### src/rtl/serial_add_ctrl.sv
// Bit-serial add/subtract controller: one full-adder cell is stepped LSB-first
// across WIDTH bit positions with a registered carry. Result, carry-out and
// signed overflow are published at completion with a one-cycle done pulse.
module serial_add_ctrl #(
  parameter int unsigned WIDTH = 8
) (
  input  logic             clk,
  input  logic             rst_n,
  input  logic             start,
  input  logic             sub,
  input  logic [WIDTH-1:0] a_in,
  input  logic [WIDTH-1:0] b_in,
  output logic             busy,
  output logic             done,
  output logic [WIDTH-1:0] sum,
  output logic             cout,
  output logic             ovf
);

  localparam int unsigned CW = $clog2(WIDTH + 1);

  typedef enum logic [1:0] {
    IDLE = 2'd0,
    RUN  = 2'd1,
    DONE = 2'd2
  } state_t;

  state_t         state, state_nxt;
  logic [WIDTH-1:0] a_sh, b_sh, res_sh;
  logic             carry;
  logic [CW-1:0]    cnt;

  logic             s_bit, c_bit, last_bit;
  logic [WIDTH-1:0] res_nxt;

  // Full-adder cell and the next value of the result shift register.
  // Shift-then-overwrite-MSB keeps WIDTH=1 legal (no [WIDTH-1:1] slice).
  always_comb begin
    s_bit    = a_sh[0] ^ b_sh[0] ^ carry;
    c_bit    = (a_sh[0] & b_sh[0]) | (a_sh[0] & carry) | (b_sh[0] & carry);
    last_bit = (cnt == CW'(WIDTH - 1));
    res_nxt  = res_sh >> 1;
    res_nxt[WIDTH-1] = s_bit;
  end

  // State register.
  always_ff @(posedge clk or negedge rst_n) begin
    if (!rst_n) state <= IDLE;
    else        state <= state_nxt;
  end

  // Next-state logic and status outputs.
  always_comb begin
    state_nxt = state;
    busy      = 1'b0;
    done      = 1'b0;
    case (state)
      IDLE: if (start) state_nxt = RUN;
      RUN: begin
        busy = 1'b1;
        if (last_bit) state_nxt = DONE;
      end
      DONE: begin
        done      = 1'b1;
        state_nxt = IDLE;
      end
      default: state_nxt = IDLE;
    endcase
  end

  // Operand capture, serial stepping and result publication.
  always_ff @(posedge clk or negedge rst_n) begin
    if (!rst_n) begin
      a_sh   <= '0;
      b_sh   <= '0;
      res_sh <= '0;
      carry  <= 1'b0;
      cnt    <= '0;
      sum    <= '0;
      cout   <= 1'b0;
      ovf    <= 1'b0;
    end else begin
      case (state)
        IDLE: begin
          if (start) begin
            a_sh  <= a_in;
            b_sh  <= sub ? ~b_in : b_in;
            carry <= sub;
            cnt   <= '0;
          end
        end
        RUN: begin
          a_sh   <= a_sh >> 1;
          b_sh   <= b_sh >> 1;
          res_sh <= res_nxt;
          carry  <= c_bit;
          cnt    <= cnt + CW'(1);
          if (last_bit) begin
            sum  <= res_nxt;
            cout <= c_bit;
            ovf  <= carry ^ c_bit;
          end
        end
        default: ;
      endcase
    end
  end

endmodule

### config.mk
export PLATFORM = sky130hd
export DESIGN_NAME = serial_add_ctrl
export DESIGN_NICKNAME = d
export VERILOG_FILES = /design/src/rtl/serial_add_ctrl.sv
export SDC_FILE = /design/constraint.sdc
export NUM_CORES = 1
export LEC_CHECK = 0
export ABC_AREA = 1
export ABC_CLOCK_PERIOD_IN_PS = 2570
export BUFFER_PORTS_ARGS = -buffer_cell sky130_fd_sc_hd__buf_2
export CORE_ASPECT_RATIO = 1.1
export CORE_UTILIZATION = 40
export CTS_CLUSTER_SIZE = 20
export DETAILED_ROUTE_END_ITERATION = 7
export PLACE_DENSITY_LB_ADDON = 0.25
export SLEW_MARGIN = 20
export SYNTH_ARGS = -nofsm -noshare
export SYNTH_HDL_FRONTEND = slang
export SYNTH_SLANG_ARGS = --single-unit
### constraint.sdc
create_clock -name clk -period 2.57 [get_ports clk]
set_input_delay 0.771 -clock clk [delete_from_list [all_inputs] [get_ports clk]]
set_output_delay 0.771 -clock clk [all_outputs]
set_load 0.05 [all_outputs]
; Word-level counts from Yosys, hierarchy flattened
; Cells that the tools add are included.
[word_totals]
reg_bits = 41
out_inout_bits = 12
[classes]
add_sub_neg = 1
eq_ne = 5
muxes = 14
n_bitwise = 9
n_reduce_logical = 5
[op_table]
columns = cell, n
row1 = 8-bit one-hot mux with 2 select lines, 2
row2 = 8-bit 2-to-1 mux, 3
row3 = 8-bit inverter, 1
row4 = 4-bit one-hot mux with 2 select lines, 1
row5 = 2-bit AND reduction, 3
row6 = "4-bit by 1-bit adder with 4-bit output, second input constant", 1
row7 = "4-bit by 3-bit == test with 1-bit output, second input constant", 1
row8 = 2-bit 2-to-1 mux, 2
row9 = 4-bit 2-to-1 mux, 1
row10 = "2-bit != test, second input constant", 2
row11 = 2-bit one-hot mux with 2 select lines, 1
row12 = 1-bit AND, 3
row13 = 1-bit 2-to-1 mux, 3
row14 = 1-bit XOR, 3
row15 = "2-bit by 1-bit == test with 1-bit output, second input constant", 1
row16 = "2-bit == test, second input constant", 1
row17 = 2-bit logical NOT, 1
row18 = 1-bit OR, 2
row19 = 1-bit one-hot mux with 2 select lines, 1
row20 = 2-bit nonzero test, 1

; Logic depth before layout (Yosys ltp)
; Gate-level depths: netlist (run 1).
[logic_depth]
ltp_word = 4
mapped_depth = 6
mapped_depth_nobuf = 6

; Worst setup path before layout (run 1)
; No wires, ideal clock.
[synth_timing]
path_kind = reg2out
from = reg state[0]
to = out done
t_arrival_ns = 1.049
path_slack_ns = 0.750
path_stages_with_launch = 2
path_buffers = 0
cell_sequence = dfrtp_1 nor2_1
[synth_via]
elab_chain_cells = 2
[synth_lines]
columns = element, line
row1 = start: declaration, 28  ; state_t state, state_nxt;
row2 = start signal: assignment, 49  ; else state <= state_nxt;
row3 = 2-bit == test, 57  ; case (state)
row4 = 1-bit 2-to-1 mux, 57
row5 = end: declaration, 14  ; output logic done,
; Every way passes these cells.

; Worst setup path in the final report (run 1)
[layout_timing]
from = reg state[1]
to = out busy
[layout_via]
elab_chain_cells = 2
[layout_lines]
columns = element, line
row1 = 2-bit by 1-bit == test with 1-bit output, 57
row2 = 1-bit 2-to-1 mux, 57
row3 = end: declaration, 13  ; output logic busy,
; Every way passes these cells.

==> run_results.csv, run 1 <==
group,metric,value,unit
status,status,"finished clean",
logic_synthesis,synth_compound_area_frac,0.0271,
floorplanning,io_pins,32,
place,placed_cells,304,
clock_network,clockRootBuffer,"clkbuf_8",
global_route,grt_first_pass_wirelength,6390,um
critical_path,crit_fanout,27,
clock_network,post_cts_resized,0,
power_and_ir_drop,power.density,1190,mW/mm2
critical_path,reg2reg_slack,1.14,ns
drt,drc_errors,0,
power_and_ir_drop,p_total,2.52,mW
global_route,grt_use_met3,0.0484,
logic_synthesis,synthCells,226,
drt,viasPerCell,4.79,
floorplanning,start_util,0.424,
final_layout,nFillCells,455,
critical_path,critPathLaunchType,"register",
place,dp_hpwl,2450,um
timing,finalHoldViolCount,0,
critical_path,crit_family,"buffers and inverters",
logic_synthesis,synth_mux_area_frac,0,
timing,tns,0,ns
timing,rsz0062_at_grt,"false",
timing,fmax,469,MHz
final_layout,antennaDiodeCount,0,
logic_synthesis,synth_top_family_by_area,"simple AND/OR/NAND/NOR gates",
logic_synthesis,yosysSeqAreaShare,0.543,
timing,fin_worst_skew,0.00589,ns
final_layout,stdcell_count,312,
timing,report.final.slew_viol_count,0,
drt,vias,1494,
logic_synthesis,syn-cell-area,0.00184,mm2
drt,wirelength,3510,um
timing,relSlewSlack,0.531,
final_layout,multiInputGateArea,713,um2
logic_synthesis,ys_warn_count,0,
place,portBuffers,31,
drt,drt.antenna.violating_nets,0,
final_layout,area.sequential,0.00100,mm2
global_route,antenna_found_initial,0,
final_layout,drive_gt1_frac,0.190,
global_route,grt_overflow,0,
drt,dr.pass1.iters,4,
final_layout,nNetsFinal,279,
critical_path,max_stage_delay,0.39,ns
timing,post-route-period-util,0.831,
clock_network,clkLatencyLatePin,0.29,ns
floorplanning,rows,25,
logic_synthesis,syn_area_per_cell,8.16,um2
final_layout,final_util,0.485,
critical_path,worstPathRequired,1.80,ns
floorplanning,core,0.00435,mm2
clock_network,numClockSinks,40,
global_route,gr-usage-met1,0.221,
floorplanning,fp.dieW,66.7,um
global_route,met2_usage,0.278,
clock_network,cts_setup_buffers,0,
global_route,busiest_layer,"met2",
critical_path,cp-end-kind,"output pin",
power_and_ir_drop,peakVddDrop,0.000333,V
drt,avgRoutedWirePerCell,11.2,um
logic_synthesis,synth_fa_ha_area_frac,0.0176,
clock_network,cts_hold_buf,0,
floorplanning,die-area,0.00489,mm2
clock_network,cts-htree-levels,2,
global_route,grt_pass1_vias,1488,
place,gp_congestion,0.759,
final_layout,final_cell_mix,"100 x nand2_1, 40 x dfrtp_1, 39 x nand3_1",
worst_hold_path,hold_class,"in2async",
final_layout,area_delta_synth_final,14.5,%
final_layout,final_common_cell,"nand2_1",
floorplanning,die_h,73.2,um
critical_path,slowest_stage,"dfrtp_1",
flow_run,drv_cap,0,
clock_network,clock_path_buffers,2,
logic_synthesis,synth.distinct_cells,19,
critical_path,path_buf_inv,3,
critical_path,worstPathCellList,"inv_2 -> nand2_2 -> inv_4 -> buf_2",
timing,setup_viol,0,
clock_network,cts_tree,"done",
global_route,grt_max_degree,32,
power_and_ir_drop,leakagePower,1.15,nW
logic_synthesis,yosys.area_share.simple,0.332,
clock_network,cts_buffers,5,
critical_path,crit_arrival,1.36,ns
timing,worstMarginPinSlew,0.701,ns
logic_synthesis,synth-seq-cells,40,
global_route,grt_usage,0.175,
drt,first_iter_violations,62,
clock_network,cts.reportedPaths.clkPinSlew,0.07,ns
logic_synthesis,syn-num-nets,248,
logic_synthesis,synthXorXnorAreaFrac,0.00950,
critical_path,path_class,"reg2out",
timing,fin_crit,2.13,ns
-- area by class of cell --
class,count,share of cell area
multi-input combinational,161,0.338
clock inverter,2,0.00474
timing repair buffer,34,0.0842
clock buffer,6,0.0391
inverter,15,0.0279
sequential,40,0.474
tap,54,0.0320
-- cells in the mapped netlist --
library cell,count,area (um2)
nand2_1,100,375
dfrtp_1,40,1000
nand3_1,39,195
inv_1,12,45.0
o21ai_0,7,35.0
buf_2,6,30.0
buf_6,3,33.8
nor2_1,3,11.3
o21ai_1,3,15.0
inv_2,2,7.51
nand2_2,2,12.5
nor2_2,2,12.5
buf_4,1,7.51
fa_1,1,20.0
ha_1,1,12.5
inv_4,1,6.26
nand4_1,1,6.26
xnor2_1,1,8.76
xor2_1,1,8.76
-- cell families after synthesis --
| logic type | count (synthesis) |
|---|---|
| xor+xnor | 2 |
| flops | 40 |
| fa+ha+maj | 2 |
| buf+inv | 25 |
| simple gates | 147 |
| compound gates | 10 |
-- sequential cells by signal (all words and copies together) (netlist names) --
register / flops
a_sh: 8
b_sh: 8
sum: 8
res_sh: 7
cnt: 4
state: 2
carry: 1
cout: 1
ovf: 1
-- worst paths after layout --
check / to / depth (start not counted) / start
max in group asynchronous: b_sh[6] / 2 / rst_n
min reg2reg: sum[4] / 2 / res_sh[5]
max reg2reg: sum[7] / 6 / state[1]
min in group clk: sum[4] / 2 / res_sh[5]
max: busy / 4 / state[1]
min: cnt[0] / 1 / rst_n
-- routing by layer --
metal,routed length [um],up-vias,part of all wire
li1,-,771,-
met4,47,0,0.013
met5,0,-,0
met3,122,4,0.035
met1,1650,687,0.47
met2,1690,32,0.48
-- through the flow --
step / setup slack [ns] / hold slack [ns] / cell area, um2
after detailed placement: 0.733 / 0.451 / 2020
after global placement: 0.756 / 0.454 / 2020
final: 0.436 / 0.466 / 2110
after CTS: 0.413 / 0.469 / 2110
after floorplan: 0.750 / 0.442 / 1840
after global routing: 0.314 / 0.499 / 2110
-- report_power, final --
part	switching (mW)	leakage (nW)	internal [mW]
clock	0.203	0.0510	0.214
sequential	0.167	0.510	0.897
combinational	0.741	0.594	0.300
total	1.11	1.15	1.41
Note: power is estimated with default switching activity, not from simulation.
==> run 2: changes to the inputs <==
- ABC_AREA: 1 -> 0
- ABC_CLOCK_PERIOD_IN_PS: 2570 -> 2100
- clock period: 2.57 -> 2.1 ns (I/O delays scaled with it)
==> run 2 against run 1 <==
Setup slack got worse by 0.29 ns. First-iteration DRC count increased by 19%. Clock skew is essentially flat. Non-clock buffer count is 4 higher. Via count fell by 8.6%. Global-route usage decreased by 0.79 points. Cell count is 16% lower. Synthesized area grew 0.61%. Routed wire length up 2.7%.
==> run_results.csv, run 2 <==
group,metric,value,unit
logic_synthesis,synth_fa_ha_area_frac,0.0175,
logic_synthesis,synth_top_family_by_area,"compound AO/OA/AOI/OAI gates",
critical_path,critPathLaunchType,"register",
logic_synthesis,synthTopCellsByArea,"dfrtp_1 54%, nand2_1 7.3%, mux2_1 6.1%",
clock_network,cts-htree-levels,2,
final_layout,area_delta_synth_final,15.7,%
global_route,grt_use_met3,0.0326,
logic_synthesis,synth_mux_area_frac,0.0668,
final_layout,stdcell_count,261,
logic_synthesis,synthCells,174,
critical_path,worstPathCellList,"nand2b_4 -> inv_2 -> buf_2",
clock_network,cts_setup_buffers,0,
logic_synthesis,synthXorXnorAreaFrac,0.0425,
logic_synthesis,yosysMostFrequentCell,"dfrtp_1",
logic_synthesis,synth-seq-cells,40,
drt,drt.antenna.violating_nets,0,
drt,wirelength,3600,um
place,dp_hpwl,2580,um
flow_run,drv_cap,0,
logic_synthesis,synthArstFlopShare,1.00,
final_layout,largestRegisters,"a_sh (8), b_sh (8), sum (8)",
critical_path,cp-end-kind,"output pin",
global_route,busiest_layer,"met2",
drt,drc_errors,0,
logic_synthesis,synth_compound_area_frac,0.150,
final_layout,nNetsFinal,229,
global_route,grt_pass1_vias,1363,
clock_network,clockRootBuffer,"clkbuf_8",
power_and_ir_drop,leakagePower,1.03,nW
clock_network,numClockSinks,40,
critical_path,worst_r2r_path_depth,3,
floorplanning,start_util,0.424,
logic_synthesis,yosysSeqAreaShare,0.539,
clock_network,cts_buffers,5,
timing,fmax,510,MHz
power_and_ir_drop,internal_power,1.83,mW
critical_path,slowest_stage,"dfrtp_1",
timing,report.final.slew_viol_count,0,
power_and_ir_drop,power.density,1500,mW/mm2
logic_synthesis,yosys.area_share.simple,0.142,
floorplanning,fp.dieW,66.9,um
global_route,grt_max_degree,22,
timing,worstMarginPinSlew,0.481,ns
global_route,grt_overflow,0,
logic_synthesis,syn-num-nets,196,
timing,relSlewSlack,0.679,
drt,vias,1366,
clock_network,clkLatencyLatePin,0.28,ns
logic_synthesis,synth_top_area_frac,0.539,
logic_synthesis,synth_common_cells,"40 x dfrtp_1, 36 x nand2_1",
power_and_ir_drop,p_clk_frac,0.147,
timing,finalHoldViolCount,0,
final_layout,final_cell_mix,"40 x dfrtp_1, 36 x nand2_1, 31 x buf_2",
critical_path,path_class,"reg2out",
critical_path,crit_fanout,11,
critical_path,crit_family,"flip-flops",
drt,dr.pass1.iters,4,
critical_path,r2r-end,"b_sh[2]",
final_layout,final_common_cell,"dfrtp_1",
critical_path,worstPathRequired,1.47,ns
logic_synthesis,ys_warn_count,0,
global_route,grt_first_pass_wirelength,6240,um
final_layout,final_util,0.490,
power_and_ir_drop,peakVddDrop,0.000479,V
floorplanning,rows,25,
critical_path,r2r-start,"state[1]",
logic_synthesis,synth-edff-count,0,
critical_path,crit_arrival,1.33,ns
final_layout,drive_gt1_frac,0.232,
clock_network,post_cts_resized,0,
global_route,met2_usage,0.276,
logic_synthesis,syn_area_per_cell,10.7,um2
critical_path,path_buf_inv,2,
drt,first_iter_violations,74,
clock_network,cts.reportedPaths.clkPinSlew,0.07,ns
power_and_ir_drop,comb_power_share,0.440,
final_layout,antennaDiodeCount,0,
status,status,"finished clean",
floorplanning,die-area,0.00492,mm2
global_route,grt_usage,0.168,
timing,tns,0,ns
critical_path,cp.depth,3,
power_and_ir_drop,p_seq_frac,0.413,
global_route,gr-usage-met1,0.219,
place,placed_cells,254,
timing,setup_viol,0,
logic_synthesis,synthFlopType,"dfrtp_1",
floorplanning,die_h,73.4,um
floorplanning,io_pins,32,
worst_hold_path,hold_class,"in2async",
place,portBuffers,31,
critical_path,max_stage_delay,0.48,ns
timing,post-route-period-util,0.933,
timing,fin_crit,1.96,ns
global_route,antenna_found_initial,0,
logic_synthesis,syn-cell-area,0.00186,mm2
clock_network,cts_hold_buf,0,
drt,avgRoutedWirePerCell,13.8,um
power_and_ir_drop,power_switching_share,0.432,
clock_network,cts_tree,"done",
logic_synthesis,synth.distinct_cells,30,
critical_path,reg2reg_slack,0.53,ns
logic_synthesis,yosys.area.top_type,"dfrtp_1",
timing,fin_worst_skew,0.00580,ns
power_and_ir_drop,p_switching,1.39,mW
drt,viasPerCell,5.23,
timing,rsz0062_at_grt,"false",
place,gp_congestion,0.802,
clock_network,clock_path_buffers,2,
floorplanning,core,0.00438,mm2
run 2: cell types whose count changed after synthesis, moves of 3 or more:
| cell | delta |
|---|---|
| xnor2_1 | +6 |
| mux2_1 | +10 |
| o21ai_0 | -3 |
| nand3_1 | -37 |
| a21oi_1 | +10 |
| inv_1 | -12 |
| a22oi_1 | +10 |
| nor2b_1 | +10 |
| o221ai_1 | +4 |
| o21ai_1 | +5 |
| nand2_1 | -64 |
run 2: per-layer routing:
metal  vias up  routed length, um
met1       663               1630
met2        34               1790
met3         4                146
met4         0                 32
met5         -                  0
li1        665                  -
run 2: cell type report:
| cell class | count | area (um2) |
|---|---|---|
| multi-input combinational | 121 | 777 |
| clock inverter | 1 | 5.00 |
| clock buffer | 6 | 72.6 |
| sequential | 40 | 1000 |
| tap | 54 | 67.6 |
| fill | 433 | 2230 |
| timing repair buffer | 38 | 220 |
| inverter | 1 | 3.75 |
run 2: logic make-up (layout without fill, tap and decap cells):
kind of cell | Yosys count | in the layout
AND/OR/NAND/NOR | 56 | 56
AO/OA/AOI/OAI | 43 | 43
flip-flops | 40 | 40
buffers and inverters | 13 | 46
multiplexers | 11 | 11
XOR/XNOR | 9 | 9
adder cells (fa/ha/maj) | 2 | 2
run 2: per-stage QoR:
step                setup slack [ns]  hold WS (ns)  power (mW)  cell area, um2
CTS                            0.130         0.309        3.25            2150
detailed placement             0.362         0.474        2.77            2070
floorplan                     0.0276         0.334        2.44            1860
global route                  0.0689         0.337        3.47            2150
global placement               0.457         0.465        2.72            2070
finish                         0.141         0.297        3.22            2150
run 2: worst max path at each step:
stage / startpoint / end / slack, ns
CTS: state[1] / busy / 0.13
finish: state[1] / busy / 0.14
detailed placement: start / b_sh[2] / 0.36
floorplan: state[1] / done / 0.03
global route: state[1] / busy / 0.07
global placement: start / b_sh[5] / 0.46
run 2: power groups by stage:
stage               sequential (mW)  clock [mW]  combinational [mW]
floorplan                      1.58           0               0.865
CTS                            1.33       0.491                1.43
finish                         1.33       0.473                1.41
global route                   1.38       0.528                1.57
detailed placement             1.34           0                1.43
global placement               1.33           0                1.39
==> run 3: changes to the inputs <==
- CORE_ASPECT_RATIO: 1.1 -> 1.25
- PLACE_DENSITY_LB_ADDON: 0.25 -> 0.15
==> run 3 against run 2 <==
Non-clock buffer count increased by 1. Flip-flop and latch count unchanged. Power increased by 4.8%. Highest routed layer unchanged. Clock skew increased by 0.0050 ns. Via count increased by 0.37%. Hold slack improved by 0.0052 ns. Critical path depth unchanged. Setup slack improved by 0.028 ns. Register-to-register slack about the same. Largest power group unchanged. Combinational power about the same. Sequential power about the same. Routed wire length increased by 1.6%.
==> run_results.csv, run 3 (synthesis results as in run 2) <==
group,metric,value,unit
drt,wirelength,3660,um
critical_path,crit_family,"flip-flops",
critical_path,cp-end-kind,"output pin",
final_layout,area_delta_synth_final,18.2,%
power_and_ir_drop,peakVddDrop,0.000510,V
final_layout,final_cell_mix,"40 x dfrtp_1, 36 x nand2_1, 31 x buf_2",
drt,avgRoutedWirePerCell,13.7,um
critical_path,worstPathCellList,"nand2b_4 -> inv_2 -> buf_2",
drt,routed-wl-met3,149,um
final_layout,antennaDiodeCount,0,
clock_network,cts_tree,"done",
timing,report.final.slew_viol_count,0,
place,dp_hpwl,2570,um
drt,first_iter_violations,50,
floorplanning,rows,27,
clock_network,numClockSinks,40,
global_route,grt_usage,0.167,
floorplanning,die-area,0.00492,mm2
timing,rsz0062_at_grt,"false",
critical_path,critPathLaunchType,"register",
timing,relSlewSlack,0.655,
power_and_ir_drop,power.density,1540,mW/mm2
clock_network,clockRootBuffer,"clkbuf_8",
global_route,grt_overflow,0,
floorplanning,core,0.00443,mm2
timing,fin_crit,1.93,ns
drt,wl_met2,1840,um
final_layout,final_common_cell,"dfrtp_1",
timing,worstMarginPinSlew,0.518,ns
final_layout,nFillCells,432,
timing,tns,0,ns
global_route,antenna_found_initial,0,
final_layout,drive_gt1_frac,0.244,
timing,finalHoldViolCount,0,
global_route,grt_max_degree,22,
status,status,"finished clean",
floorplanning,start_util,0.419,
place,gp_congestion,0.743,
timing,fmax,518,MHz
critical_path,max_stage_delay,0.52,ns
place,placed_area,0.00208,mm2
drt,drt.antenna.violating_nets,0,
final_layout,final_area,0.00219,mm2
timing,fin_worst_skew,0.0108,ns
place,dp_slack,0.407,ns
clock_network,cts_buffers,5,
power_and_ir_drop,p_total,3.37,mW
drt,dr.pass1.iters,4,
critical_path,crit_arrival,1.30,ns
global_route,grt_first_pass_wirelength,6420,um
clock_network,post_cts_resized,0,
critical_path,crit_fanout,11,
clock_network,cts.reportedPaths.clkPinSlew,0.08,ns
floorplanning,fp.dieW,62.9,um
final_layout,largestRegisters,"a_sh (8), b_sh (8), sum (8)",
clock_network,clock_path_buffers,2,
clock_network,cts_setup_buffers,0,
final_layout,nNetsFinal,230,
clock_network,cts_hold_buf,0,
drt,viasPerCell,5.13,
floorplanning,io_pins,32,
drt,wl_met1,1620,um
drt,routed.top_layer,"met4",
timing,setup_viol,0,
clock_network,clkLatencyLatePin,0.29,ns
power_and_ir_drop,leakagePower,1.04,nW
worst_hold_path,hold_class,"in2async",
timing,finalWorstSetupSlack,0.169,ns
drt,vias,1371,
critical_path,path_class,"reg2out",
clock_network,cts-htree-levels,2,
place,portBuffers,31,
critical_path,worstPathRequired,1.47,ns
floorplanning,die_h,78.2,um
timing,post-route-period-util,0.920,
drt,drc_errors,0,
flow_run,drv_cap,0,
critical_path,slowest_stage,"dfrtp_1",
global_route,grt_pass1_vias,1407,
critical_path,path_buf_inv,2,
run 3: changes by cell type in the layout (fill, tap and decap cells not counted):
cell,previous run,this run
clkbuf_1,1,0
bufinv_16,0,1
clkinvlp_4,0,1
buf_4,6,7
run 3: final timing paths:
path / startpoint / endpoint / slack [ns] / depth (start not counted)
worst max-delay path: state[0] / busy / 0.17 / 3
worst min-delay path: rst_n / cnt[2] / 0.30 / 1
worst max register to register: state[0] / cout / 0.52 / 4
worst min register to register: sum[0] / sum[0] / 0.48 / 1
max in group asynchronous: rst_n / a_sh[0] / 1.31 / 2
min in group clk: sum[0] / sum[0] / 0.48 / 1
run 3: through the flow:
stage	std cells	hold slack [ns]	utilization
floorplan	174	0.334	-
global placement	259	0.462	0.470
detailed placement	259	0.470	0.470
CTS	267	0.316	0.496
global route	267	0.320	0.496
finish	267	0.303	0.496
run 3: report_power, final:
part	total, mW	internal (mW)	switching [mW]
Clock	0.618	0.352	0.267
Combinational	1.43	0.519	0.910
Sequential	1.33	1.09	0.234
Total	3.37	1.96	1.41
run 3: final cells by class:
| cell class | count | area [um2] | share of cell area |
|---|---|---|---|
| clock buffers | 5 | 68.8 | 0.0314 |
| inverters | 1 | 3.75 | 0.00171 |
| well taps | 58 | 72.6 | 0.0331 |
| flip-flops and latches | 40 | 1000 | 0.456 |
| clock inverters | 3 | 42.5 | 0.0194 |
| multi-input cells | 121 | 777 | 0.354 |
| repair buffers | 39 | 228 | 0.104 |
run 3: metal layers:
layer / vias to the layer above / track usage
met1: 669 / 0.198
met2: 31 / 0.292
met5: - / 0
met3: 7 / 0.0407
li1: 664 / -
met4: 0 / 0.0558
